**config.mk**
```make
export PLATFORM = sky130hd
export DESIGN_NAME = satarx_crc_flat
export DESIGN_NICKNAME = d
export VERILOG_FILES = /design/src/rtl/satarx_crc_pkg.sv /design/src/rtl/satarx_crc_if.sv /design/src/rtl/satarx_crc_step.sv /design/src/rtl/satarx_crc.sv /design/src/flat_wrapper.sv
export SDC_FILE = /design/constraint.sdc
export NUM_CORES = 1
export LEC_CHECK = 0
export CORE_MARGIN = 5
export CORE_UTILIZATION = 33
export CTS_BUF_LIST = sky130_fd_sc_hd__clkbuf_8 sky130_fd_sc_hd__clkbuf_16
export DETAILED_ROUTE_END_ITERATION = 16
export PLACE_DENSITY = 0.59
export SETUP_SLACK_MARGIN = 0.3
export SKIP_CTS_REPAIR_TIMING = 1
export SYNTH_ARGS = -nofsm -noshare
export SYNTH_HDL_FRONTEND = slang
export SYNTH_SLANG_ARGS = --single-unit
```
**constraint.sdc**
```tcl
create_clock -name S_AXI_ACLK -period 4.9 [get_ports S_AXI_ACLK]
set_clock_uncertainty 0.15 [all_clocks]
set_input_delay 1.47 -clock S_AXI_ACLK [delete_from_list [all_inputs] [get_ports S_AXI_ACLK]]
set_output_delay 1.47 -clock S_AXI_ACLK [all_outputs]
set_load 0.1 [all_outputs]
```
**src/rtl/satarx_crc_pkg.sv**
```systemverilog
// Shared SATA link-layer CRC definitions: default generator/seed and the
// single-dword CRC-32 advance used by both the RX checker and the TX generator.
package satarx_crc_pkg;

  localparam int          DWORD_W       = 32;
  localparam logic [31:0] SATA_CRC_POLY = 32'h04c1_1db7;
  localparam logic [31:0] SATA_CRC_INIT = 32'h5232_5032;

  // MSB-first, no reflection, no final XOR; one call advances over a full dword.
  function automatic logic [31:0] crc_step(input logic [31:0] crc_in,
                                           input logic [31:0] data_in,
                                           input logic [31:0] poly);
    logic [31:0] c;
    logic        fb;
    c = crc_in;
    for (int k = 31; k >= 0; k--) begin
      fb = c[31] ^ data_in[k];
      c  = {c[30:0], 1'b0} ^ (fb ? poly : 32'h0);
    end
    return c;
  endfunction

endpackage

```
**src/rtl/satarx_crc_if.sv**
```systemverilog
// AXI-Stream style dword channel used on both sides of the RX CRC checker.
interface satarx_crc_if;
  import satarx_crc_pkg::*;

  logic               TVALID;
  logic               TREADY;
  logic [DWORD_W-1:0] TDATA;
  logic               TLAST;
  logic               TUSER;

  modport master (output TVALID, TDATA, TLAST, TUSER, input TREADY);
  modport slave  (input TVALID, TDATA, TLAST, TUSER, output TREADY);

endinterface

```
**src/rtl/satarx_crc_step.sv**
```systemverilog
// Combinational 32-bit CRC advance over one dword; shared with the TX CRC generator.
module satarx_crc_step
  import satarx_crc_pkg::*;
#(
  parameter logic [31:0] POLYNOMIAL = SATA_CRC_POLY
) (
  input  logic [31:0] crc_in,
  input  logic [31:0] data_in,
  output logic [31:0] crc_out
);

  always_comb begin
    crc_out = crc_step(crc_in, data_in, POLYNOMIAL);
  end

endmodule

```
**src/rtl/satarx_crc.sv**
```systemverilog
// SATA RX CRC checker: strips the trailing CRC dword, forwards payload one beat
// late through a hold register, and flags a mismatch on the last payload beat.
module satarx_crc
  import satarx_crc_pkg::*;
#(
  parameter logic [31:0] POLYNOMIAL   = SATA_CRC_POLY,
  parameter logic [31:0] INITIAL      = SATA_CRC_INIT,
  parameter bit          OPT_LOWPOWER = 1'b1
) (
  input  logic        S_AXI_ACLK,
  input  logic        S_AXI_ARESET,
  satarx_crc_if.slave  S_AXIS,
  satarx_crc_if.master M_AXIS,
  output logic        o_crc_err,
  output logic        o_short
);

  logic [31:0] hold;
  logic        hold_valid;
  logic [31:0] crc;
  logic [31:0] crc_next;
  logic        s_accept;
  logic        mismatch;

  logic        m_valid;
  logic [31:0] m_data;
  logic        m_last;
  logic        m_user;

  satarx_crc_step #(
    .POLYNOMIAL(POLYNOMIAL)
  ) u_step (
    .crc_in  (crc),
    .data_in (S_AXIS.TDATA),
    .crc_out (crc_next)
  );

  assign S_AXIS.TREADY = !m_valid || M_AXIS.TREADY;
  assign s_accept      = S_AXIS.TVALID && S_AXIS.TREADY;
  assign mismatch      = (S_AXIS.TDATA != crc);

  assign M_AXIS.TVALID = m_valid;
  assign M_AXIS.TDATA  = m_data;
  assign M_AXIS.TLAST  = m_last;
  assign M_AXIS.TUSER  = m_user;

  // The CRC dword itself never enters hold; it only closes out the held beat.
  always_ff @(posedge S_AXI_ACLK or posedge S_AXI_ARESET) begin
    if (S_AXI_ARESET) begin
      hold       <= '0;
      hold_valid <= 1'b0;
      crc        <= INITIAL;
      m_valid    <= 1'b0;
      m_data     <= '0;
      m_last     <= 1'b0;
      m_user     <= 1'b0;
      o_crc_err  <= 1'b0;
      o_short    <= 1'b0;
    end else begin
      o_crc_err <= 1'b0;
      o_short   <= 1'b0;
      if (s_accept) begin
        if (!hold_valid) begin
          m_valid <= 1'b0;
          if (OPT_LOWPOWER) begin
            m_data <= '0;
            m_last <= 1'b0;
            m_user <= 1'b0;
          end
          if (S_AXIS.TLAST) begin
            o_short <= 1'b1;
            crc     <= INITIAL;
          end else begin
            hold       <= S_AXIS.TDATA;
            hold_valid <= 1'b1;
            crc        <= crc_next;
          end
        end else begin
          m_valid <= 1'b1;
          m_data  <= hold;
          m_last  <= S_AXIS.TLAST;
          m_user  <= S_AXIS.TLAST && mismatch;
          if (S_AXIS.TLAST) begin
            hold_valid <= 1'b0;
            crc        <= INITIAL;
            o_crc_err  <= mismatch;
          end else begin
            hold <= S_AXIS.TDATA;
            crc  <= crc_next;
          end
        end
      end else if (M_AXIS.TREADY) begin
        m_valid <= 1'b0;
        if (OPT_LOWPOWER) begin
          m_data <= '0;
          m_last <= 1'b0;
          m_user <= 1'b0;
        end
      end
    end
  end

endmodule

```
**src/flat_wrapper.sv**
```systemverilog
// flat-port wrapper written by rule: the top's interface ports become plain ports
module satarx_crc_flat import satarx_crc_pkg::*;
#(
  parameter logic [31:0] POLYNOMIAL   = SATA_CRC_POLY,
  parameter logic [31:0] INITIAL      = SATA_CRC_INIT,
  parameter bit          OPT_LOWPOWER = 1'b1
)
  (S_AXI_ACLK, S_AXI_ARESET, o_crc_err, o_short, S_AXIS_TVALID, S_AXIS_TDATA, S_AXIS_TLAST, S_AXIS_TUSER, S_AXIS_TREADY, M_AXIS_TVALID, M_AXIS_TDATA, M_AXIS_TLAST, M_AXIS_TUSER, M_AXIS_TREADY);
  satarx_crc_if S_AXIS_i ();
  satarx_crc_if M_AXIS_i ();
  input  logic S_AXI_ACLK;
  input  logic S_AXI_ARESET;
  output logic o_crc_err;
  output logic o_short;
  input wire logic [$bits(S_AXIS_i.TVALID)-1:0] S_AXIS_TVALID;
  input wire logic [$bits(S_AXIS_i.TDATA)-1:0] S_AXIS_TDATA;
  input wire logic [$bits(S_AXIS_i.TLAST)-1:0] S_AXIS_TLAST;
  input wire logic [$bits(S_AXIS_i.TUSER)-1:0] S_AXIS_TUSER;
  output wire logic [$bits(S_AXIS_i.TREADY)-1:0] S_AXIS_TREADY;
  output wire logic [$bits(M_AXIS_i.TVALID)-1:0] M_AXIS_TVALID;
  output wire logic [$bits(M_AXIS_i.TDATA)-1:0] M_AXIS_TDATA;
  output wire logic [$bits(M_AXIS_i.TLAST)-1:0] M_AXIS_TLAST;
  output wire logic [$bits(M_AXIS_i.TUSER)-1:0] M_AXIS_TUSER;
  input wire logic [$bits(M_AXIS_i.TREADY)-1:0] M_AXIS_TREADY;
  assign S_AXIS_i.TVALID = S_AXIS_TVALID;
  assign S_AXIS_i.TDATA = S_AXIS_TDATA;
  assign S_AXIS_i.TLAST = S_AXIS_TLAST;
  assign S_AXIS_i.TUSER = S_AXIS_TUSER;
  assign S_AXIS_TREADY = S_AXIS_i.TREADY;
  assign M_AXIS_TVALID = M_AXIS_i.TVALID;
  assign M_AXIS_TDATA = M_AXIS_i.TDATA;
  assign M_AXIS_TLAST = M_AXIS_i.TLAST;
  assign M_AXIS_TUSER = M_AXIS_i.TUSER;
  assign M_AXIS_i.TREADY = M_AXIS_TREADY;
  satarx_crc #(.POLYNOMIAL(POLYNOMIAL), .INITIAL(INITIAL), .OPT_LOWPOWER(OPT_LOWPOWER)) u_core (.S_AXI_ACLK(S_AXI_ACLK), .S_AXI_ARESET(S_AXI_ARESET), .S_AXIS(S_AXIS_i), .M_AXIS(M_AXIS_i), .o_crc_err(o_crc_err), .o_short(o_short));
endmodule
```
==> results of run 1 <==
final cells by class:
class | instances | area, µm²
fill | 1869 | 11000
multi-input combinational | 394 | 5090
sequential | 102 | 2570
timing repair buffer | 284 | 2500
tap | 280 | 350
clock buffer | 9 | 225
clock inverter | 7 | 56.3
inverter | 2 | 10.0
per-layer routing:
layer / up-vias / share of wire [%]
li1: 2353 / -
met1: 2579 / 44
met2: 127 / 49
met3: 26 / 4.8
met4: 0 / 1.9
met5: - / 0
through the flow:
stage | hold slack [ns] | util (%) | TNS, ns | cells
2_1_floorplan | 0.293 | - | 0 | 516
3_3_place_gp | 0.311 | 44.0 | -8.75 | 1007
3_5_place_dp | 0.330 | 44.0 | -9.72 | 1007
4_1_cts | 0.348 | 45.3 | -0.697 | 1023
5_1_grt | 0.361 | 49.6 | 0 | 1078
6_report | 0.346 | 49.6 | 0 | 1078
how the worst max path moves through the flow:
| stage | cells after the start | slack, ns | endpoint |
|---|---|---|---|
| 6_report | 11 | 0.30 | u_core.crc[13] |
| 2_1_floorplan | 8 | 0.30 | u_core.crc[13] |
| 3_5_place_dp | 11 | -0.58 | u_core.crc[17] |
| 4_1_cts | 10 | -0.21 | u_core.crc[17] |
| 3_3_place_gp | 10 | -0.57 | u_core.crc[17] |
| 5_1_grt | 13 | 0.22 | u_core.crc[12] |
logic make-up (layout without fill, tap and decap cells):
logic type,after synthesis,in the layout
compound gates,66,66
xor+xnor,248,248
simple gates,46,46
flops,102,102
mux,32,32
buf+inv,20,302
fa+ha+maj,2,2
flip-flops by register name (all words and copies together), names as in the netlist:
signal / count
u_core.M_AXIS.TDATA: 32
u_core.crc: 32
u_core.hold: 32
u_core.M_AXIS.TLAST: 1
u_core.M_AXIS.TUSER: 1
u_core.M_AXIS.TVALID: 1
u_core.hold_valid: 1
u_core.o_crc_err: 1
u_core.o_short: 1
critical path, delay by kind of cell:
family / cells / cell delay [ns]
buf+inv: 3 / 0.80
xor+xnor: 7 / 2.22
compound gates: 1 / 0.20
placed cells by master (no fill, tap or decap), types with 2 or more instances in the layout:
cell	n
sky130_fd_sc_hd__xnor2_2	30
sky130_fd_sc_hd__xor2_2	6
sky130_fd_sc_hd__clkinv_4	2
sky130_fd_sc_hd__dfrtp_1	91
sky130_fd_sc_hd__xor3_2	4
sky130_fd_sc_hd__inv_6	2
sky130_fd_sc_hd__o21ai_1	10
sky130_fd_sc_hd__buf_6	24
sky130_fd_sc_hd__nor2_1	10
sky130_fd_sc_hd__clkbuf_2	2
sky130_fd_sc_hd__nand4_1	6
sky130_fd_sc_hd__dfstp_2	11
sky130_fd_sc_hd__a21oi_1	9
sky130_fd_sc_hd__nand2b_1	2
sky130_fd_sc_hd__buf_4	182
sky130_fd_sc_hd__xor2_1	22
sky130_fd_sc_hd__a22o_1	42
sky130_fd_sc_hd__xnor2_4	16
sky130_fd_sc_hd__xnor3_1	52
sky130_fd_sc_hd__clkinv_2	2
sky130_fd_sc_hd__xnor2_1	88
sky130_fd_sc_hd__xor3_1	5
sky130_fd_sc_hd__nor4_1	2
sky130_fd_sc_hd__xnor3_2	22
sky130_fd_sc_hd__xor2_4	3
sky130_fd_sc_hd__nand3_1	2
sky130_fd_sc_hd__mux2_2	32
sky130_fd_sc_hd__a21oi_2	2
sky130_fd_sc_hd__dlymetal6s2s_1	15
sky130_fd_sc_hd__ha_1	2
sky130_fd_sc_hd__clkdlybuf4s50_1	55
sky130_fd_sc_hd__nand2_1	19
sky130_fd_sc_hd__buf_12	5
sky130_fd_sc_hd__clkbuf_16	9
==> out/summary.txt, run 1 <==
======================================================================================
Final hold viol count                                                                0
Most frequent cell on the critical path                                   sky130_fd_sc_hd__xnor3_1
Die area                                                                     25100 µm²
Clock Path Buffers                                                                   2
Register bit total from synthesis                                                  102
Post-synth top flop                                                       sky130_fd_sc_hd__dfrtp_1
# nets final                                                                       833
Detailed Route Iter0 Violations                                                    203
Sink Count                                                                         102
Mean routed wirelength per cell                                                19.9 µm
Most used standard cell by instance count after synthesis                 sky130_fd_sc_hd__xnor2_1
Commonest cells in the synthesized netlist                                118 x sky130_fd_sc_hd__xnor2_1, 91 x sky130_fd_sc_hd__dfrtp_1, 65 x sky130_fd_sc_hd__xnor3_1
Post-synth EDFFs                                                                     0
Critical Path Sink Type                                                       register
Starting density of the core                                                     33.5%
Number of buffers created by CTS                                                     9
Worst slack at placement                                                     -0.578 ns
Worst Path Max Fanout                                                                3
Area fraction in compound gates after synthesis                                  6.78%
Worst path max stage delay                                                     0.46 ns
Global Route Usage Sum                                                           16.7%
Time the final worst path needs with I/O delays and setup                      4.60 ns
Category of the critical setup timing path                                   in -> reg
Dominant combinational cell family by area after synthesis                XOR/XNOR gates
Post-Route WL                                                                 21500 µm
Post-detailed-route count of antenna-violating nets                                  0
Clock slew at the register clock pins of the worst setup and hold paths        0.07 ns
Pins Over Slew Limit                                                                 0
Worst Hold Depth                                                                     1
Number of vias per cell after detailed routing                                    4.72
Synth area leaders                                                        sky130_fd_sc_hd__dfrtp_1 31%, sky130_fd_sc_hd__xnor3_1 20%, sky130_fd_sc_hd__xnor2_1 14%
Arrival time at the worst endpoint                                             4.70 ns
Buffers added on ports                                                              74
Height of the die                                                               159 µm
GR met3 Demand/Resource                                                          2.96%
Fraction of layout instances using a drive strength above 1                      45.1%
Hold Crit Class                                                             reg -> reg
H-Tree Depth                                                                         3
FF-to-FF setup slack                                                           1.06 ns
Destination of the worst register-to-register timing path                 u_core.crc[12]
GR Layer Usage met1                                                              22.5%
First-pass GRT wire length                                                    31300 µm
Part of the Yosys area used for sequential elements                              35.2%
Adder-cell area share of the yosys netlist                                      0.343%
Row cnt                                                                             54
TritonCTS clock tree                                                               yes
Antenna Diode Count                                                                  0
Worst setup SP type                                                         input port
Die X-Extent                                                                    159 µm
Via count of the first global-routing pass                                        5296
Post-detailed-route DRC marker count                                                 0
Worst slew margin                                                                32.1%
Setup repair after global routing missed its margin                                yes
Transition time at the pin with the least slew margin                          1.01 ns
Placeable Area                                                               21800 µm²
Multiplexer share of the synthesized area                                        4.95%
Library cell contributing the largest single delay on the critical path   sky130_fd_sc_hd__clkdlybuf4s50_1
Endpoint of the worst hold path                                           u_core.M_AXIS.TDATA[23]
Pin count of the biggest net entering global routing                                55
Share of flip-flops with an asynchronous set or reset                             100%
Net count after synthesis                                                          556
Critical path startpoint                                                  S_AXIS_TDATA[12]
Yosys synthesis warning count                                                        0
Final std cell area, no fill                                                 10800 µm²
Worst r2r src                                                             u_core.crc[27]
Synthesized-area fraction occupied by xor and xnor cells                         48.8%
Data required time at the worst endpoint                                       5.00 ns
Worst setup margin                                                            0.304 ns
Dpl cell area                                                                 9580 µm²
Pre-antenna DRT Iters                                                                4
Area grow syn2layout                                                             48.2%
Overflow left after global routing                                                   0
Outcome                                                                   finished, final reports clean
Avg Inst Size Synth                                                           14.1 µm²
Initial antenna violation count                                                      0
Sum of net half-perimeters after detailed placement                           16900 µm
Max-capacitance violation count                                                      0
I/O pin total                                                                       76
Unique masters post-synth                                                           32
Maximum achievable frequency                                                   218 MHz
Share of synthesized cell area in and, or, nand and nor gates                    2.87%
Ratio of final minimum period to clock period                                    93.8%
CTS root buffer                                                           sky130_fd_sc_hd__clkbuf_16
Synth Instances                                                                    516
Worst-path cell chain                                                     clkdlybuf4s50_1 -> xnor2_2 -> xnor3_1 -> xnor3_2 -> buf_4 -> xor3_1 -> buf_4 -> xnor3_1 -> xor3_1 -> xnor3_1 -> a22o_1
Mapped cell area                                                              7290 µm²
Last weighted congestion value of the routability-driven placer                  0.879
Worst-skew pair later-pin latency                                              0.36 ns
Vias after detailed routing                                                       5085
Setup-failing EPs final                                                              0
Fraction of post-synthesis cell area in the top cell type by area                31.3%
Grt peak-use layer                                                                met2
Met2 Usage GRT                                                                   28.2%
Length in cells of the worst reg-to-reg path                                        12
Launch instance of the worst min-delay path                               u_core.hold[23]
Dominant cell type by area after synthesis                                sky130_fd_sc_hd__dfrtp_1
======================================================================================
Power of run 1 is left out: the tool's default activity adds up to more than one toggle a clock period on the data nets, which glitch-free logic cannot reach.
==> run 2, diff against run 1 <==
- CORE_UTILIZATION: 33 -> 42
- PLACE_DENSITY: 0.59 -> default
- PLACE_DENSITY_LB_ADDON: default -> 0.15
==> out/summary.txt, run 2 (synthesis gave the netlist of run 1 again) <==
======================================================================================
Outcome                                                                   finished, final reports clean
Family with the most delay on the worst path                              XOR/XNOR gates
Area grow syn2layout                                                             43.6%
# placed instances                                                                 937   -7.0%
Worst slew margin                                                                33.1%   +0.96 points
Row cnt                                                                             48   -11%
Ratio of final minimum period to clock period                                    93.4%   -0.45 points
# nets final                                                                       813   -2.4%
Last weighted congestion value of the routability-driven placer                  0.930   +5.7%
Fill cell instance count of the final layout                                      1386   -26%
Crit. path cell count                                                               12   +1
Pre-antenna DRT Iters                                                                5   +1
TritonCTS clock tree                                                               yes
Starting density of the core                                                     42.4%   +8.9 points
First-pass GRT wire length                                                    29800 µm   -4.9%
Vias after detailed routing                                                       4934   -3.0%
Sum of net half-perimeters after detailed placement                           15600 µm   -7.9%
Worst setup SP type                                                         input port
Post-route non-filler standard cell count                                         1003   -7.0%
Worst setup margin                                                            0.326 ns   +0.0221 ns
Pins Over Slew Limit                                                                 0   unchanged
Length in cells of the worst reg-to-reg path                                        11   -1
Setup-failing EPs final                                                              0   unchanged
Arrival time at the worst endpoint                                             4.66 ns   -0.04 ns
Height of the die                                                               142 µm   -11%
Hold Crit Class                                                             reg -> reg
Antenna Diode Count                                                                  0   unchanged
Library cell contributing the largest single delay on the critical path   sky130_fd_sc_hd__xor3_2
Worst-skew pair later-pin latency                                              0.36 ns   about the same
Post-Route Utilization                                                           60.9%   +11 points
I/O pin total                                                                       76   unchanged
Post-Route WL                                                                 20000 µm   -7.0%
Sink Count                                                                         102   unchanged
Category of the critical setup timing path                                   in -> reg
Data required time at the worst endpoint                                       4.99 ns   about the same
Fraction of layout instances using a drive strength above 1                      42.9%   -2.2 points
Max-capacitance violation count                                                      0   unchanged
Pin count of the biggest net entering global routing                                56   +1.8%
Clock Path Buffers                                                                   2   unchanged
Number of buffers created by CTS                                                     9   unchanged
Time the final worst path needs with I/O delays and setup                      4.57 ns   -0.0221 ns
Post-detailed-route count of antenna-violating nets                                  0   unchanged
Placeable Area                                                               17200 µm²   -21%
Mean routed wirelength per cell                                                19.9 µm   about the same
FF+latch area                                                                 2570 µm²   unchanged
Worst-path cell chain                                                     clkbuf_2 -> xor2_2 -> buf_4 -> xnor3_2 -> buf_4 -> xnor3_1 -> xnor3_2 -> xor3_2 -> buf_6 -> xnor3_1 -> xnor3_1 -> a22o_1
Clock slew at the register clock pins of the worst setup and hold paths        0.07 ns   about the same
CTS root buffer                                                           sky130_fd_sc_hd__clkbuf_16
Via count of the first global-routing pass                                        5071   -4.2%
Global Route Usage Sum                                                           19.9%   +3.1 points
Initial antenna violation count                                                      0   unchanged
Transition time at the pin with the least slew margin                          1.00 ns   -0.0143 ns
Maximum achievable frequency                                                   219 MHz   +0.48%
Die X-Extent                                                                    142 µm   -11%
H-Tree Depth                                                                         3   unchanged
Worst Hold Depth                                                                     1   unchanged
Die area                                                                     20100 µm²   -20%
Most frequent cells in the layout                                         179 x sky130_fd_sc_hd__buf_4, 96 x sky130_fd_sc_hd__xnor2_1, 91 x sky130_fd_sc_hd__dfrtp_1
Worst path max stage delay                                                     0.46 ns   about the same
Most frequent cell on the critical path                                   sky130_fd_sc_hd__xnor3_1
Critical Path Sink Type                                                       register
Buffering stage count on the worst path with inverters included                      4   +1
Number of vias per cell after detailed routing                                    4.92   +4.3%
Worst slack at placement                                                     -0.470 ns   +0.109 ns
Detailed Route Iter0 Violations                                                    241   +19%
Worst Path Max Fanout                                                                3   unchanged
Buffers added on ports                                                              74   unchanged
Setup repair after global routing missed its margin                                 no
Overflow left after global routing                                                   0   unchanged
Most frequent standard cell in the layout excluding fill and tap cells    sky130_fd_sc_hd__buf_4
Final hold viol count                                                                0   unchanged
Post-detailed-route DRC marker count                                                 0   unchanged
Multi-input gate area in the final layout                                     5020 µm²   -1.4%
======================================================================================
-- run 2: cell types whose count changed in the layout (fill, tap and decap cells not counted), sizes merged --
| cell | delta |
|---|---|
| buf | -21 |
| bufinv | +1 |
| clkbuf | +3 |
| dlymetal6s2s | -2 |
| clkinvlp | +1 |
| clkinv | -2 |
-- run 2: per-stage QoR --
step | cell area, µm² | setup TNS [ns] | hold WS [ns]
2_1_floorplan | 7330 | 0 | 0.293
3_3_place_gp | 9420 | -6.54 | 0.310
3_5_place_dp | 9420 | -7.87 | 0.322
4_1_cts | 9730 | -0.446 | 0.338
5_1_grt | 10500 | 0 | 0.370
6_report | 10500 | 0 | 0.332
-- run 2: final timing paths --
path	from	endpoint	slack (ns)
worst max-delay path	S_AXIS_TDATA[20]	u_core.crc[10]	0.33
worst min-delay path	u_core.M_AXIS.TUSER	u_core.M_AXIS.TUSER	0.33
worst max register to register	u_core.crc[20]	u_core.crc[10]	1.03
worst min register to register	u_core.M_AXIS.TUSER	u_core.M_AXIS.TUSER	0.33
max in group asynchronous	S_AXI_ARESET	u_core.crc[1]	2.34
min in group asynchronous	S_AXI_ARESET	u_core.M_AXIS.TDATA[17]	1.42
-- run 2: routing by layer --
metal | part of all wire (%) | vias to the layer above | routed length, µm | global-route usage [%]
met2 | 51 | 141 | 10100 | 34.0
met1 | 42 | 2456 | 8340 | 25.7
met3 | 5.2 | 25 | 1050 | 3.84
met5 | 0 | - | 0 | 0
met4 | 2.5 | 0 | 492 | 5.76
li1 | - | 2312 | - | -
-- run 2: layout make-up --
class	instances	area share, %
multi-input combinational	394	48.0
sequential	102	24.5
timing repair buffer	264	21.8
tap	225	2.69
clock buffer	9	2.15
clock inverter	7	0.766
inverter	2	0.0957
Power of run 2 is left out for the same reason.
==> run 3, diff against run 2 <==
- ABC_AREA: default -> 0
==> results of run 3 <==
No change in the layout: final DEF, timing and power equal those of run 2.
Power of run 3 is left out for the same reason.
